==> src/rtl/regbank_dump_tx.sv <==
// regbank_dump_tx: walks all 32 bank registers and streams them as UART 8N1 bytes behind a sync header
// Ports:
//   clk, rst          clock, asynchronous active-high reset
//   start             dump request (ignored while busy)
//   readPort/busData  bank read port index and its combinational read data
//   tx                UART serial out, idles high
//   busy, done        dump in progress / one-cycle completion pulse
module regbank_dump_tx #(
  parameter int          CLKS_PER_BIT = 434,
  parameter logic [7:0]  HEADER       = 8'hA5
) (
  input  logic        clk,
  input  logic        rst,
  input  logic        start,
  output logic [4:0]  readPort,
  input  logic [31:0] busData,
  output logic        tx,
  output logic        busy,
  output logic        done
);
  localparam int BW = (CLKS_PER_BIT > 2) ? $clog2(CLKS_PER_BIT) : 1;
  typedef enum logic [1:0] {IDLE, HDR, LOAD, SEND} state_t;
  state_t        state_q, state_d;
  logic [BW-1:0] baud_q, baud_d;
  logic [3:0]    bit_q, bit_d;
  logic [1:0]    idx_q, idx_d;
  logic [4:0]    port_q, port_d;
  logic [31:0]   word_q, word_d;
  logic [7:0]    sh_q, sh_d;
  logic          tx_q, tx_d, busy_q, busy_d, done_q, done_d;
  logic          bit_end;
  logic [7:0]    next_byte;
  assign bit_end   = baud_q == BW'(CLKS_PER_BIT - 1);
  // only consulted while idx_q < 3, so the 2-bit wrap of idx_q+1 never matters
  assign next_byte = 8'(word_q >> {idx_q + 2'd1, 3'd0});
  // tx_d always describes the level of the bit that starts at the coming edge,
  // so tx is a clean registered output
  always_comb begin
    state_d = state_q;
    baud_d  = baud_q;
    bit_d   = bit_q;
    idx_d   = idx_q;
    port_d  = port_q;
    word_d  = word_q;
    sh_d    = sh_q;
    tx_d    = tx_q;
    busy_d  = busy_q;
    done_d  = 1'b0;
    if (state_q == IDLE) begin
      tx_d = 1'b1;
      if (start) begin
        state_d = HDR;
        busy_d  = 1'b1;
        sh_d    = HEADER;
        baud_d  = '0;
        bit_d   = '0;
        tx_d    = 1'b0;
      end
    end else if (state_q == LOAD) begin
      state_d = SEND;
      word_d  = busData;
      sh_d    = busData[7:0];
      idx_d   = '0;
      bit_d   = '0;
      baud_d  = '0;
      tx_d    = 1'b0;
    end else begin
      baud_d = bit_end ? '0 : baud_q + 1'b1;
      if (bit_end) begin
        bit_d = bit_q + 4'd1;
        tx_d  = (bit_q == 4'd8) ? 1'b1 : sh_q[0];
        sh_d  = sh_q >> 1;
        if (bit_q == 4'd9) begin
          bit_d = '0;
          if (state_q == HDR) begin
            state_d = LOAD;
            port_d  = '0;
            tx_d    = 1'b1;
          end else if (idx_q != 2'd3) begin
            idx_d = idx_q + 2'd1;
            sh_d  = next_byte;
            tx_d  = 1'b0;
          end else if (port_q == 5'd31) begin
            state_d = IDLE;
            busy_d  = 1'b0;
            done_d  = 1'b1;
            tx_d    = 1'b1;
          end else begin
            state_d = LOAD;
            port_d  = port_q + 5'd1;
            tx_d    = 1'b1;
          end
        end
      end
    end
  end
  always_ff @(posedge clk or posedge rst) begin
    if (rst) begin
      state_q <= IDLE;
      baud_q  <= '0;
      bit_q   <= '0;
      idx_q   <= '0;
      port_q  <= '0;
      word_q  <= '0;
      sh_q    <= '0;
      tx_q    <= 1'b1;
      busy_q  <= 1'b0;
      done_q  <= 1'b0;
    end else begin
      state_q <= state_d;
      baud_q  <= baud_d;
      bit_q   <= bit_d;
      idx_q   <= idx_d;
      port_q  <= port_d;
      word_q  <= word_d;
      sh_q    <= sh_d;
      tx_q    <= tx_d;
      busy_q  <= busy_d;
      done_q  <= done_d;
    end
  end
  assign readPort = port_q;
  assign tx       = tx_q;
  assign busy     = busy_q;
  assign done     = done_q;
endmodule

==> config.mk <==
export PLATFORM = sky130hd
export DESIGN_NAME = regbank_dump_tx
export DESIGN_NICKNAME = d
export VERILOG_FILES = /design/src/rtl/regbank_dump_tx.sv
export SDC_FILE = /design/constraint.sdc
export NUM_CORES = 1
export LEC_CHECK = 0
export BUFFER_PORTS_ARGS = -buffer_cell sky130_fd_sc_hd__buf_2
export CORE_AREA = 2 2 110 112
export DETAILED_ROUTE_END_ITERATION = 10
export DIE_AREA = 0 0 112 114
export PLACE_DENSITY = 0.5
export SLEW_MARGIN = 20
export SYNTH_ARGS = -nofsm -noshare
export SYNTH_HDL_FRONTEND = slang
export SYNTH_SLANG_ARGS = --single-unit
==> constraint.sdc <==
create_clock -name clk -period 6.08 [get_ports clk]
set_input_delay 1.216 -clock clk [delete_from_list [all_inputs] [get_ports clk]]
set_output_delay 1.216 -clock clk [all_outputs]
set_load 0.005 [all_outputs]
==> out/summary.txt <==
status: finished, final reports clean
Slew headroom: 0.322
HPWL Detailed: 4800 microns
RSZ-0062 raised after global routing: false
Rows: 40
io pins: 43
Post-Synth Adder-Cell Area: 0.0197
Reg2Reg Depth: 6
GRT Residual Overflow: 0
Synth Register Bits: 65
Initial DRC Count: 146
worst vdd ir: 0.000159 V
crit path capture type: flop
clock root cell: clkbuf_16
FFs w/ async S/R, synth: 1.00
Core Region: 11700 sq um
die area: 12800 sq um
initial antenna violation count: 0
number of port buffers: 42
post-synthesis compound-gate area fraction: 0.102
area share of xor/xnor cells in the synthesized design: 0.0193
Layout area overhead: 21.1%
R2R Path End: sh_q[1]
hold path startpoint: word_q[23]
# Post-CTS Setup Buffers: 0
final setup TNS: 0 ns
DIE HEIGHT: 114 microns
vias in the first global route: 2427
Synthesized Nets: 373
Req. time, crit path: 6.23 ns
multiplexer share of the synthesized area: 0.0629
# setup viols final: 0
reg2reg setup slack: 3.73 ns
# resized after CTS: 0
Total Power: 1.20 mW
Slew Limit Fails: 0
largest family of logic cells by synthesized area: simple AND/OR/NAND/NOR gates
reg2reg start: baud_q[1]
Max-Cap Viols: 0
predominant post-synthesis flop cell: dfrtp_1
Final period util: 0.397
worst hold endpoint: word_q[23]
Fin. Hold Viols: 0
CP max stage delay: 0.77 ns
synthesized instance count: 333
Setup CP Type: in -> reg
overall die width: 112 microns
Post-synth EDFFs: 0
Lkg Pwr: 1.70 nW
layout cells sized above 1: 0.207
Final min period: 2.42 ns
ANT cells: 0
Mapped Avg Cell Area: 9.55 sq um
CP Max Fanout: 14
Worst-Margin Slew: 1.01 ns
crit path cell chain: buf_2 -> nor3_1 -> buf_4 -> nor2_1 -> a41oi_1
clk sinks: 65
simple-gate portion of the synthesized area: 0.246
register area: 1630 sq um
Final ANT Viol Nets: 0
Arr. time, crit path: 2.56 ns
Worst setup SP type: input pin
H-tree depth: 3
CTS tree: built
CTS buffer count: 9
GPL Wtd Cong: 0.751
first-pass GRT wire length: 12400 microns
maximum clock rate: 414 MHz
Synth Warn #: 0
via count: 2445
area occupied by multi-input gates: 1440 sq um
hold depth: 2
pin count of the biggest net entering global routing: 66
vias per inst: 4.67
wire per inst: 13.8 microns
post-synth cell types: 48
Cell Pwr Density: 313 nW/um^2
Fillers: 1233
post-synthesis sequential area ratio: 0.512
Initial Util: 0.272
worst min path class: reg -> reg
Slowest-stage cell, CP: nor2_1
All-Layer GR Usage: 0.121
insertion delay to the later sink of the worst-skew pair: 0.33 ns
Total Wirelength: 7210 microns
Nets: 411
Cell Area, Synth: 3180 sq um
TritonRoute pass-1 iters: 4
Hold-fix buffers, CTS: 0
Worst-path clk slew: 0.06 ns
drc violations: 0
skew final: 0.00694 ns
Clock Path Buffers: 2
==> metal layers <==
layer	track usage	up-vias	wire (microns)
li1	-	1218	-
met1	0.174	1160	3640
met2	0.179	55	3190
met3	0.0292	12	255
met4	0.0472	0	128
met5	0	-	0
==> stage by stage <==
stage | std cells | util | instance area, sq um | hold WS (ns) | worst slack [ns]
after floorplan | 333 | - | 3180 | 0.440 | 3.24
after detailed placement | 507 | 0.299 | 3500 | 0.462 | 3.29
after global placement | 507 | 0.299 | 3500 | 0.456 | 3.35
after CTS | 523 | 0.329 | 3850 | 0.476 | 3.65
after global routing | 523 | 0.329 | 3850 | 0.491 | 3.45
final | 523 | 0.329 | 3850 | 0.472 | 3.66
==> layout by cell type (no fill, tap or decap), drive strengths merged, types with 2 or more instances in the layout <==
master,instances
and4bb,2
xnor2,3
nor2b,3
a22oi,3
buf,45
nor3,4
a22o,2
o21ai,12
o22ai,2
o31ai,5
bufinv,3
xor2,4
nor2,21
nand2b,6
nand3,11
a21oi,9
o211ai,2
dfrtp,64
clkbuf,10
mux4,8
inv,6
o41ai,2
clkinv,4
a2bb2oi,3
mux2i,2
nand2,107
a41oi,2
a21o,2
nand4,8
a31oi,4
and3,2
ha,5
==> critical path: cells and delay by family <==
kind | cells | cell delay, ns
buffers and inverters | 2 | 0.31
AO/OA/AOI/OAI | 1 | 0.22
AND/OR/NAND/NOR | 2 | 0.81
==> cell type report <==
cell class	count	share of cell area
Timing Repair Buffer	45	0.0604
Inverter	7	0.00682
Clock inverter	6	0.0273
Clock buffer	10	0.0621
Tap cell	147	0.0478
Multi-Input combinational cell	243	0.373
Sequential cell	65	0.423
==> cells in the mapped netlist (all sizes together) (3+ instances only) <==
master	number	area share
a21oi	9	0.015
nor2b	3	0.0059
o21ai	12	0.019
nand2b	6	0.012
xor2	4	0.011
a31oi	4	0.0079
nor3	4	0.0063
nor2	21	0.025
nand3	11	0.017
a2bb2oi	3	0.0083
a22oi	3	0.0071
nand4	8	0.020
xnor2	3	0.0083
dfrtp	64	0.50
o31ai	5	0.012
nand2	107	0.13
ha	5	0.020
inv	6	0.0071
mux4	8	0.057
clkbuf	9	0.012
buf	9	0.018
==> registers in the layout (all words and copies together), names as in the netlist, named ones only <==
| register | cells |
|---|---|
| idx_q | 2 |
| baud_q | 9 |
| busy | 1 |
| done | 1 |
| bit_q | 4 |
| word_q | 32 |
| state_q | 1 |
| tx | 1 |
| readPort | 5 |
| sh_q | 8 |
==> logic make-up (layout without fill, tap and decap cells) <==
family | after synthesis | after routing
simple gates | 172 | 172
flops | 65 | 65
compound gates | 49 | 49
buf+inv | 25 | 68
mux | 10 | 10
xor+xnor | 7 | 7
fa+ha+maj | 5 | 5
==> power breakdown <==
| part | internal, mW | total [mW] | leakage [nW] | switching (mW) |
|---|---|---|---|---|
| sequential | 0.467 | 0.505 | 0.680 | 0.0378 |
| clock | 0.409 | 0.599 | 0.172 | 0.190 |
| combinational | 0.0499 | 0.0999 | 0.845 | 0.0499 |
==> how the worst max path moves through the flow <==
stage,from,end,slack [ns]
2_1_floorplan,rst,asynchronous set/reset pin,3.24
3_3_place_gp,start,sh_q[4],3.35
3_5_place_dp,start,sh_q[1],3.29
4_1_cts,state_q[0],sh_q[7],3.65
5_1_grt,start,sh_q[1],3.45
6_report,start,sh_q[1],3.66
(Power assumes the default switching activity.)
